File: src/rtl/music_pkg.sv
// Shared types and sizes for the note sequencer slice.
// Imported by the interface, the synchroniser and the sequencer top.
package music_pkg;

  localparam int MAX_NOTES = 16;
  localparam int ADDR_W    = 4;

  typedef enum logic [2:0] {
    IDLE,
    REC_WRITE,
    REC_HOLD,
    PLAY_LOAD,
    PLAY_WAIT,
    PLAY_NOTE,
    PLAY_GAP
  } state_t;

endpackage

File: src/rtl/note_sequencer_if.sv
// User controls in, datapath/tone strobes out.
// master = sequencer side, slave = datapath/user side.
interface note_sequencer_if;
  import music_pkg::*;

  logic              record_key;
  logic              play_start;
  logic              play_stop;
  logic              loop_en;
  logic [1:0]        tempo_sel;
  logic              ld_note;
  logic              ld_play;
  logic [ADDR_W-1:0] note_counter;
  logic              next_note_en;
  logic              audio_en;
  logic              playing;
  logic [ADDR_W:0]   note_count;

  modport master (
    input  record_key, play_start, play_stop,
    input  loop_en, tempo_sel,
    output ld_note, ld_play, note_counter,
    output next_note_en, audio_en, playing,
    output note_count
  );

  modport slave (
    output record_key, play_start, play_stop,
    output loop_en, tempo_sel,
    input  ld_note, ld_play, note_counter,
    input  next_note_en, audio_en, playing,
    input  note_count
  );

endinterface

File: src/rtl/note_sequencer_sync.sv
// Two-flop synchroniser with a one-cycle rising-edge pulse.
// Module edge_sync; level is the synchronised input.
module edge_sync (
  input  logic clk,
  input  logic reset,
  input  logic d,
  output logic level,
  output logic rise
);

  logic s1, s2, s3;

  always_ff @(posedge clk) begin
    if (!reset) begin
      s1 <= 1'b0;
      s2 <= 1'b0;
      s3 <= 1'b0;
    end else begin
      s1 <= d;
      s2 <= s1;
      s3 <= s2;
    end
  end

  assign level = s2;
  assign rise  = s2 & ~s3;

endmodule

File: src/rtl/note_sequencer.sv
// Record/playback control for the note memory datapath.
// Records key presses as write strobes, replays them at a tempo.
module note_sequencer
  import music_pkg::*;
#(
  parameter int BEAT_CYCLES = 25000000,
  parameter int GAP_CYCLES  = 2500000,
  parameter int READ_LAT    = 2,
  parameter int CNT_W       = 26
) (
  input logic clk,
  input logic reset,
  note_sequencer_if.master bus
);

  state_t            state;
  logic [CNT_W-1:0]  cnt;
  logic [CNT_W-1:0]  beat_len;
  logic              ld_note, ld_play;
  logic              next_note_en, audio_en, playing;
  logic [ADDR_W-1:0] note_counter;
  logic [ADDR_W:0]   note_count;
  logic              rec_lvl, rec_rise;
  logic              play_lvl, play_rise;
  logic              stop_lvl, stop_rise;
  logic              in_play, more_notes;
  logic              unused_sync;

  edge_sync u_rec (
    .clk   (clk),
    .reset (reset),
    .d     (bus.record_key),
    .level (rec_lvl),
    .rise  (rec_rise)
  );

  edge_sync u_play (
    .clk   (clk),
    .reset (reset),
    .d     (bus.play_start),
    .level (play_lvl),
    .rise  (play_rise)
  );

  edge_sync u_stop (
    .clk   (clk),
    .reset (reset),
    .d     (bus.play_stop),
    .level (stop_lvl),
    .rise  (stop_rise)
  );

  assign unused_sync = ^{rec_lvl, play_lvl, stop_rise};

  assign beat_len = CNT_W'(BEAT_CYCLES) >> bus.tempo_sel;

  assign in_play = state inside {PLAY_LOAD, PLAY_WAIT,
                                 PLAY_NOTE, PLAY_GAP};

  assign more_notes = {1'b0, note_counter} < (note_count - 5'd1);

  always_ff @(posedge clk) begin
    if (!reset) begin
      state        <= IDLE;
      cnt          <= '0;
      ld_note      <= 1'b0;
      ld_play      <= 1'b0;
      next_note_en <= 1'b0;
      audio_en     <= 1'b0;
      playing      <= 1'b0;
      note_counter <= '0;
      note_count   <= '0;
    end else begin
      ld_note      <= 1'b0;
      next_note_en <= 1'b0;
      if (in_play && stop_lvl) begin
        state    <= IDLE;
        ld_play  <= 1'b0;
        audio_en <= 1'b0;
        playing  <= 1'b0;
      end else begin
        unique case (state)
          IDLE: begin
            // play has priority over a coincident record edge
            if (play_rise && note_count != '0) begin
              state        <= PLAY_LOAD;
              note_counter <= '0;
              cnt          <= CNT_W'(READ_LAT);
              ld_play      <= 1'b1;
              playing      <= 1'b1;
            end else if (rec_rise &&
                         note_count < (ADDR_W+1)'(MAX_NOTES)) begin
              state   <= REC_WRITE;
              ld_note <= 1'b1;
            end
          end
          REC_WRITE: begin
            note_count <= note_count + 5'd1;
            state      <= REC_HOLD;
          end
          REC_HOLD: state <= IDLE;
          PLAY_LOAD: begin
            if (cnt != '0) cnt <= cnt - 1'b1;
            state <= PLAY_WAIT;
          end
          PLAY_WAIT: begin
            if (cnt == '0) begin
              next_note_en <= 1'b1;
              audio_en     <= 1'b1;
              cnt          <= beat_len - 1'b1;
              state        <= PLAY_NOTE;
            end else begin
              cnt <= cnt - 1'b1;
            end
          end
          PLAY_NOTE: begin
            if (cnt == '0) begin
              audio_en <= 1'b0;
              cnt      <= CNT_W'(GAP_CYCLES - 1);
              state    <= PLAY_GAP;
            end else begin
              cnt <= cnt - 1'b1;
            end
          end
          PLAY_GAP: begin
            if (cnt != '0) begin
              cnt <= cnt - 1'b1;
            end else if (more_notes) begin
              note_counter <= note_counter + 1'b1;
              cnt          <= CNT_W'(READ_LAT);
              state        <= PLAY_LOAD;
            end else if (bus.loop_en) begin
              note_counter <= '0;
              cnt          <= CNT_W'(READ_LAT);
              state        <= PLAY_LOAD;
            end else begin
              state   <= IDLE;
              ld_play <= 1'b0;
              playing <= 1'b0;
            end
          end
          default: state <= IDLE;
        endcase
      end
    end
  end

  assign bus.ld_note      = ld_note;
  assign bus.ld_play      = ld_play;
  assign bus.note_counter = note_counter;
  assign bus.next_note_en = next_note_en;
  assign bus.audio_en     = audio_en;
  assign bus.playing      = playing;
  assign bus.note_count   = note_count;

endmodule

File: src/flat_wrapper.sv
// flat-port wrapper written by rule: the top's interface ports become plain ports
module note_sequencer_flat import music_pkg::*;
#(
  parameter int BEAT_CYCLES = 25000000,
  parameter int GAP_CYCLES  = 2500000,
  parameter int READ_LAT    = 2,
  parameter int CNT_W       = 26
)
  (clk, reset, bus_record_key, bus_play_start, bus_play_stop, bus_loop_en, bus_tempo_sel, bus_ld_note, bus_ld_play, bus_note_counter, bus_next_note_en, bus_audio_en, bus_playing, bus_note_count);
  note_sequencer_if bus_i ();
  input logic clk;
  input logic reset;
  input wire logic [$bits(bus_i.record_key)-1:0] bus_record_key;
  input wire logic [$bits(bus_i.play_start)-1:0] bus_play_start;
  input wire logic [$bits(bus_i.play_stop)-1:0] bus_play_stop;
  input wire logic [$bits(bus_i.loop_en)-1:0] bus_loop_en;
  input wire logic [$bits(bus_i.tempo_sel)-1:0] bus_tempo_sel;
  output wire logic [$bits(bus_i.ld_note)-1:0] bus_ld_note;
  output wire logic [$bits(bus_i.ld_play)-1:0] bus_ld_play;
  output wire logic [$bits(bus_i.note_counter)-1:0] bus_note_counter;
  output wire logic [$bits(bus_i.next_note_en)-1:0] bus_next_note_en;
  output wire logic [$bits(bus_i.audio_en)-1:0] bus_audio_en;
  output wire logic [$bits(bus_i.playing)-1:0] bus_playing;
  output wire logic [$bits(bus_i.note_count)-1:0] bus_note_count;
  assign bus_i.record_key = bus_record_key;
  assign bus_i.play_start = bus_play_start;
  assign bus_i.play_stop = bus_play_stop;
  assign bus_i.loop_en = bus_loop_en;
  assign bus_i.tempo_sel = bus_tempo_sel;
  assign bus_ld_note = bus_i.ld_note;
  assign bus_ld_play = bus_i.ld_play;
  assign bus_note_counter = bus_i.note_counter;
  assign bus_next_note_en = bus_i.next_note_en;
  assign bus_audio_en = bus_i.audio_en;
  assign bus_playing = bus_i.playing;
  assign bus_note_count = bus_i.note_count;
  note_sequencer #(.BEAT_CYCLES(BEAT_CYCLES), .GAP_CYCLES(GAP_CYCLES), .READ_LAT(READ_LAT), .CNT_W(CNT_W)) u_core (.clk(clk), .reset(reset), .bus(bus_i));
endmodule
File: config.mk
export PLATFORM = sky130hd
export DESIGN_NAME = note_sequencer_flat
export DESIGN_NICKNAME = d
export VERILOG_FILES = /design/src/rtl/music_pkg.sv /design/src/rtl/note_sequencer_if.sv /design/src/rtl/note_sequencer_sync.sv /design/src/rtl/note_sequencer.sv /design/src/flat_wrapper.sv
export SDC_FILE = /design/constraint.sdc
export NUM_CORES = 1
export LEC_CHECK = 0
export ABC_AREA = 1
export BUFFER_PORTS_ARGS = -buffer_cell sky130_fd_sc_hd__buf_4
export CORE_ASPECT_RATIO = 0.9
export CORE_MARGIN = 4
export CORE_UTILIZATION = 50
export CTS_BUF_LIST = sky130_fd_sc_hd__clkbuf_8
export CTS_CLUSTER_SIZE = 10
export DETAILED_ROUTE_END_ITERATION = 10
export GPL_ROUTABILITY_DRIVEN = 0
export HOLD_SLACK_MARGIN = 0.06
export PLACE_DENSITY = 0.7
export SLEW_MARGIN = 0
export SYNTH_ARGS = -nofsm -noshare
export SYNTH_HDL_FRONTEND = slang
export SYNTH_SLANG_ARGS = --single-unit
File: constraint.sdc
create_clock -name clk -period 2.2 [get_ports clk]
set_input_delay 0 -clock clk [delete_from_list [all_inputs] [get_ports clk]]
set_output_delay 0 -clock clk [all_outputs]
set_load 0.02 [all_outputs]
# Word level (Yosys, flattened, before mapping)
# Cells that the tools add are included.
# word_totals
reg_bits,50
in_bits,8
output_inout_bits,14
elab_cells,98
# op_classes
addsub,5
n_lt_le_gt_ge,2
eq_ne,15
shifts,1
mux,31
bitwise,8
reduce_logical,20
# op_table
cell,count
2-to-1 mux 26 bit,7
one-hot mux 26 bit (5 select lines),1
"subtractor 26 x 1 -> 26 bit, second input constant",2
logical NOT 26 bit,1
nonzero test 26 bit,1
"right shift 25 x 2 -> 26 bit, first input constant",1
2-to-1 mux 3 bit,6
one-hot mux 3 bit (6 select lines),1
2-to-1 mux 4 bit,4
AND reduction 5 bit,3
"inequality test 2 bit, second input constant",6
nonzero test 5 bit,2
"== test 3 bit, second input constant",3
2-to-1 mux 1 bit,8
one-hot mux 4 bit (2 select lines),1
NOT 1 bit,6
"adder 5 x 1 -> 5 bit, second input constant",1
< comparator 4 x 5 -> 1 bit,1
"< comparator 5 bit, second input constant",1
"subtractor 5 x 1 -> 5 bit, second input constant",1
"adder 4 x 1 -> 4 bit, second input constant",1
"inequality test 4 x 3 -> 1 bit, second input constant",1
one-hot mux 1 bit (2 select lines),2
AND reduction 4 bit,1
other kinds (16),20

# Depth between registers and ports, before layout
# logic_depth
word_depth,6
depth_mapped,17
mapped_depth_nobuf,16

# Cells and area by module
# Synthesis repeated with hierarchy kept, for this count alone.
# unflattened
hier_cells,594
hier_area_um2,3524.6
# modules_own_cells
mod,n_inst,cells_each,area_each_um2,seq_area_each_um2
note_sequencer,1,561,3246.9,840.8
edge_sync,3,11,92.6,60.1

# Worst setup path before layout
# OpenSTA, ideal clock, no wires.
# synth_path
kind,flip-flop to flip-flop
start,"reg u_core.note_count[0], in the netlist u_core.bus.note_count[0]"
end,reg u_core.cnt[10]
setup_time_ps,115
arrival_time_ps,2205
required_ps,2085
path_slack_ps,-120
path_stages_with_launch,17
n_path_buf,2
synth_period_minus_slack_ps,2320
path_cell_list,dfxtp_1 inv_1 ha_1 ha_1 o21ai_0 nand2_1 nand2_1 nand2_1 nand2_1 nand2_1 nand3_1 nand2_1 nand2_2 buf_6 buf_2 a21oi_1 nor2_1
# synth_via
elab_chain_len,5
word_cells_on_any_way,10
classes_between,1 x add/sub; 1 x order compare; 2 x eq/ne; 3 x mux; 3 x reduce/logical
# synth_lines
item,line,source
start: declaration,note_sequencer.sv:22,logic [ADDR_W:0] note_count;
start signal: assignment,note_sequencer.sv:98,note_count <= note_count + 5'd1;
subtractor 5 x 1 -> 5 bit,note_sequencer.sv:60,"assign more_notes = {1'b0, note_counter} < (note_count - 5'd1);"
< comparator 4 x 5 -> 1 bit,note_sequencer.sv:60,
2-to-1 mux 26 bit,note_sequencer.sv:128,end else if (more_notes) begin
2-to-1 mux 26 bit,note_sequencer.sv:126,if (cnt != '0) begin
one-hot mux 26 bit (5 select lines),note_sequencer.sv:82,unique case (state)
end signal: assignment,note_sequencer.sv:88,cnt <= CNT_W'(READ_LAT);
end signal: assignment,note_sequencer.sv:127,cnt <= cnt - 1'b1;
end signal: assignment,note_sequencer.sv:130,cnt <= CNT_W'(READ_LAT);
end: declaration,note_sequencer.sv:17,logic [CNT_W-1:0] cnt;
# Parallel ways exist; a longest one is shown, timed or not.
# A chain may end at the register's enable or synchronous reset.

# Final worst setup path
# layout_path
start,"reg u_core.note_count[0], in the netlist u_core.bus.note_count[0]"
end,reg u_core.cnt[4]
# Same word-level chain as after synthesis.

==> results.md <==
- Vias: 3,866
- CP max FO: 6
- Area contributors post-synth: dfxtp_1, nand2_1, nor2_1
- Fmax achieved: approximately 450 MHz
- Final setup margin: -0.0183 ns
- Worst setup path start: u_core.bus.note_count[0]
- Setup crit end kind: flop
- RSZ-0062 raised after global routing: yes
- Worst vdd ir: 0.519 mV
- Cell area after layout: around 4400 µm²
- Top cell by count, worst path: nand2_1
- Initial DRC Count: 310
- Slowest CP cell: dfxtp_4
- Initial Util: 52.7%
- Antenna Nets Post-Route: 0
- Logic depth of the worst setup path including buffers: 16
- Max Cap Viol: 0
- Post-synthesis cell type count: 38
- Post-Syn Area per Cell: around 6 µm²
- Cell-internal power: between 1500 and 2000 µW
- Io pins: 22
- Fin. max-slew vios: 0
- Std cell rows: 28
- Synth area leader: dfxtp_1
- CTS H-tree depth: 2
- Synthesized cell area: roughly 3600 µm²
- Clock network power share: between 10% and 20%
- Switching Power: 1550 µW
- Failing checks: setup timing
- # clock sinks: 50
- RR Endpoint: u_core.cnt[4]
- Simple-Gate Fraction of Synth Area: 45.3%
- Cells after Synth: between 500 and 600
- Pre-CTS setup slack: roughly 0.024 ns
- Multi-input gate area: ~2400 µm²
- Crit path kind: reg2reg
- First-pass GRT wire length: 16,600 µm
- Largest stage delay on the critical path: between 0.3 and 0.4 ns
- Final Hold Slack: around 0.093 ns
- Pre-Repair DR Iteration Count: 5
- Worst R2R Setup Slack: -0.02 ns
- Final Total Pwr: 3490 µW
- Register bit total from synthesis: 50
- Post-DP HPWL: just over 7000 µm
- Layout cells sized above 1: 19.3%
- DRC Markers: 0
- Register area share after synthesis: around 28%
- Critical Path Source Type: flop
- Data required time of the worst path: 2.45 ns
- Synthesis Warnings: 0
- Buf/Inv on CP: 2
- Via-to-Cell Ratio: 5.33
- TritonCTS clock tree: built
- Final setup fails: 9
- Core area: between 6000 and 7000 µm²
- Post-synthesis mux area share: 0%
- Yosys top cell area share: between 20% and 30%
- Total die area: 8550 µm²
- Number of global-route vias before repair: between 3,000 and 4,000
- Routed wire length per instance: ~14 µm
- Die height: 88.1 µm
- Nets: around 650
- CP cell instances: clkinvlp_4 > ha_4 > ha_4 > o21ai_2 > nand2_1 > nand2_1 > nand2_1 > nand2_2 > nand2_2 > nand3_4 > nand2_4 > nand2_8 > clkbuf_16 > nand3_1 > nand2_1 > nor2_1
- Fin. Hold Viols: 0
- Outcome: finished, violations left
- Clock transition at path regs: ~0.11 ns
- Total GRT Usage: a little under a quarter
- Inserted Diodes: 0
- Setup TNS: -0.0651 ns
- Setup crit end: u_core.cnt[4]
- Die X: 97.0 µm
- Port Buffers: 21
- Crit path time final: between 2 and 2.5 ns
- Post-synthesis adder-cell area fraction: under 10%
- Syn_nets: 602
- R2R cell count: 16
- Largest family of logic cells by synthesized area: simple AND/OR/NAND/NOR gates
- Largest net degree at the start of global routing: 39
- Clock network latency to the later pin of the worst-skew pair: approximately 0.31 ns
- XOR/XNOR Fraction of Synth Area: under 10%
- Area post-placement: roughly 4000 µm²
- Max clock buf depth: 2
- Setup Skew: around 0.012 ns
- Crit Reg-Reg Startpoint: u_core.bus.note_count[0]
- Kind of cell adding the most delay to the critical path: simple AND/OR/NAND/NOR gates
- Critical path arrival: ~2.5 ns
- Slew margin rel.: slightly above 70%
- Area grow syn2layout: 22.5%
- Sw Ratio: between 40% and 50%
- Worst-Margin Slew: between 0.4 and 0.5 ns
- CTS Root Cell: clkbuf_8
- Leak Pwr: between 0.002 and 0.0025 µW
- Aggregate global routing overflow: 0
- Crit share post-route: 101%
- Filler Cell Count: ~600
- Hold WC Path Type: in2reg
- Total CTS buffers: 5
- Register area: roughly 1000 µm²
- Cell Pwr Density: 799 nW/µm²
- Antenna violations before repair: 0
- Power share of the sequential group: 31.6%
- Logic pwr share: 51.5%
- Synth Area in Compound Gates: 8.39%
- Final WL: 10,200 µm
## kinds of logic (layout without fill, tap and decap cells)
kind of cell,after synthesis,in the layout
xor gates and xnor gates,23,23
DFF,50,50
buffers and inverters,78,129
adders and majority gates,9,9
AOI/OAI and AO/OA,54,54
and+or+nand+nor,371,371
## layout by cell type, fill, tap and decap left out, types with 6 or more instances in the layout
cell type | Yosys | routed
xor2_1 | 17 | 17
buf_4 | 2 | 50
nand4_1 | 6 | 6
inv_1 | 55 | 52
inv_2 | 6 | 8
nand2_1 | 181 | 177
nor2_1 | 102 | 100
o21ai_0 | 12 | 11
a21oi_2 | 0 | 9
dfxtp_1 | 50 | 48
ha_1 | 9 | 6
nand3_1 | 51 | 47
a21oi_1 | 35 | 26
nor2_2 | 6 | 8
## how the worst min path moves through the flow
stage,cells after the start,slack (ns),startpoint,to
floorplan,2,0.1,bus_play_start,u_core.u_play.s1
global placement,3,0.18,bus_record_key,u_core.u_rec.s1
detailed placement,3,0.19,bus_play_start,u_core.u_play.s1
CTS,3,0.1,reset,u_core.u_rec.level
global route,3,0.12,reset,u_core.u_rec.s3
finish,3,0.09,reset,u_core.u_rec.level
## state kept, by name, indices dropped and copies added, names as in the netlist
name	cells
u_core.u_play.level	1
u_core.bus.next_note_en	1
u_core.u_play.s3	1
u_core.u_rec.s1	1
u_core.u_rec.level	1
u_core.u_stop.level	1
u_core.u_rec.s3	1
u_core.bus.note_counter	4
u_core.bus.note_count	5
u_core.state	3
u_core.bus.ld_play	1
u_core.bus.audio_en	1
u_core.u_play.s1	1
u_core.bus.ld_note	1
u_core.cnt	26
u_core.u_stop.s1	1
## layout make-up
cell class | count | area share (%)
inverters | 62 | 5.44
repair buffers | 59 | 12.2
flip-flops and latches | 50 | 23.0
multi-input cells | 457 | 54.6
clock buffers | 5 | 1.58
clock inverters | 3 | 0.602
well taps | 90 | 2.58
## worst min-delay path: cells and delay by family
kind	cells	cell delay, ns
buffers and inverters	2	0.26
and+or+nand+nor	1	0.10
## metal layers
layer / part of all wire [%] / GRT usage (%) / up-vias
li1: - / - / 1945
met1: 47 / 33.0 / 1733
met2: 44 / 39.0 / 164
met3: 7.8 / 3.26 / 24
met4: 1.8 / 4.59 / 0
met5: 0 / 0 / -
## power groups by stage
stage               sequential [µW]  combinational, µW  clock [µW]
floorplan                      1110               1230           0
global placement               1110               1650           0
detailed placement             1110               1680           0
CTS                            1090               1690         606
global route                   1110               2010         650
finish                         1100               1800         589
## per-stage QoR
step	util, %	cells
after detailed placement	58.9	709
after floorplan	-	585
after global routing	64.6	726
after global placement	58.9	709
final	64.6	726
after CTS	60.7	720
## Yosys cell counts
master,n
nand2_2,4
nand3_4,1
nor2_8,1
xor2_1,17
nor3b_1,1
nor4_1,1
a21boi_0,1
and2_1,1
buf_2,5
nand4_1,6
a31o_2,1
nor2_1,102
a21oi_1,35
ha_1,9
nand3_2,2
nand2_1,181
nand3b_1,1
a211oi_4,1
nor2_2,6
inv_2,6
nor2_4,4
inv_1,55
or2_0,1
dfxtp_1,50
xnor2_1,6
buf_6,4
clkbuf_1,3
o21ai_0,12
nand2_4,2
a31oi_1,1
o22ai_1,1
nand4_2,1
buf_4,2
buf_1,2
nand3_1,51
o21bai_1,2
clkinv_2,1
nor3_1,5
## timing repair
action                                 CTS  global route
resized for setup                        0            35
endpoints found under the hold margin    3             0
setup endpoints to repair                0            30
hold buffers                             3             0
buffers inserted                         0             2
(Power assumes the default switching activity.)
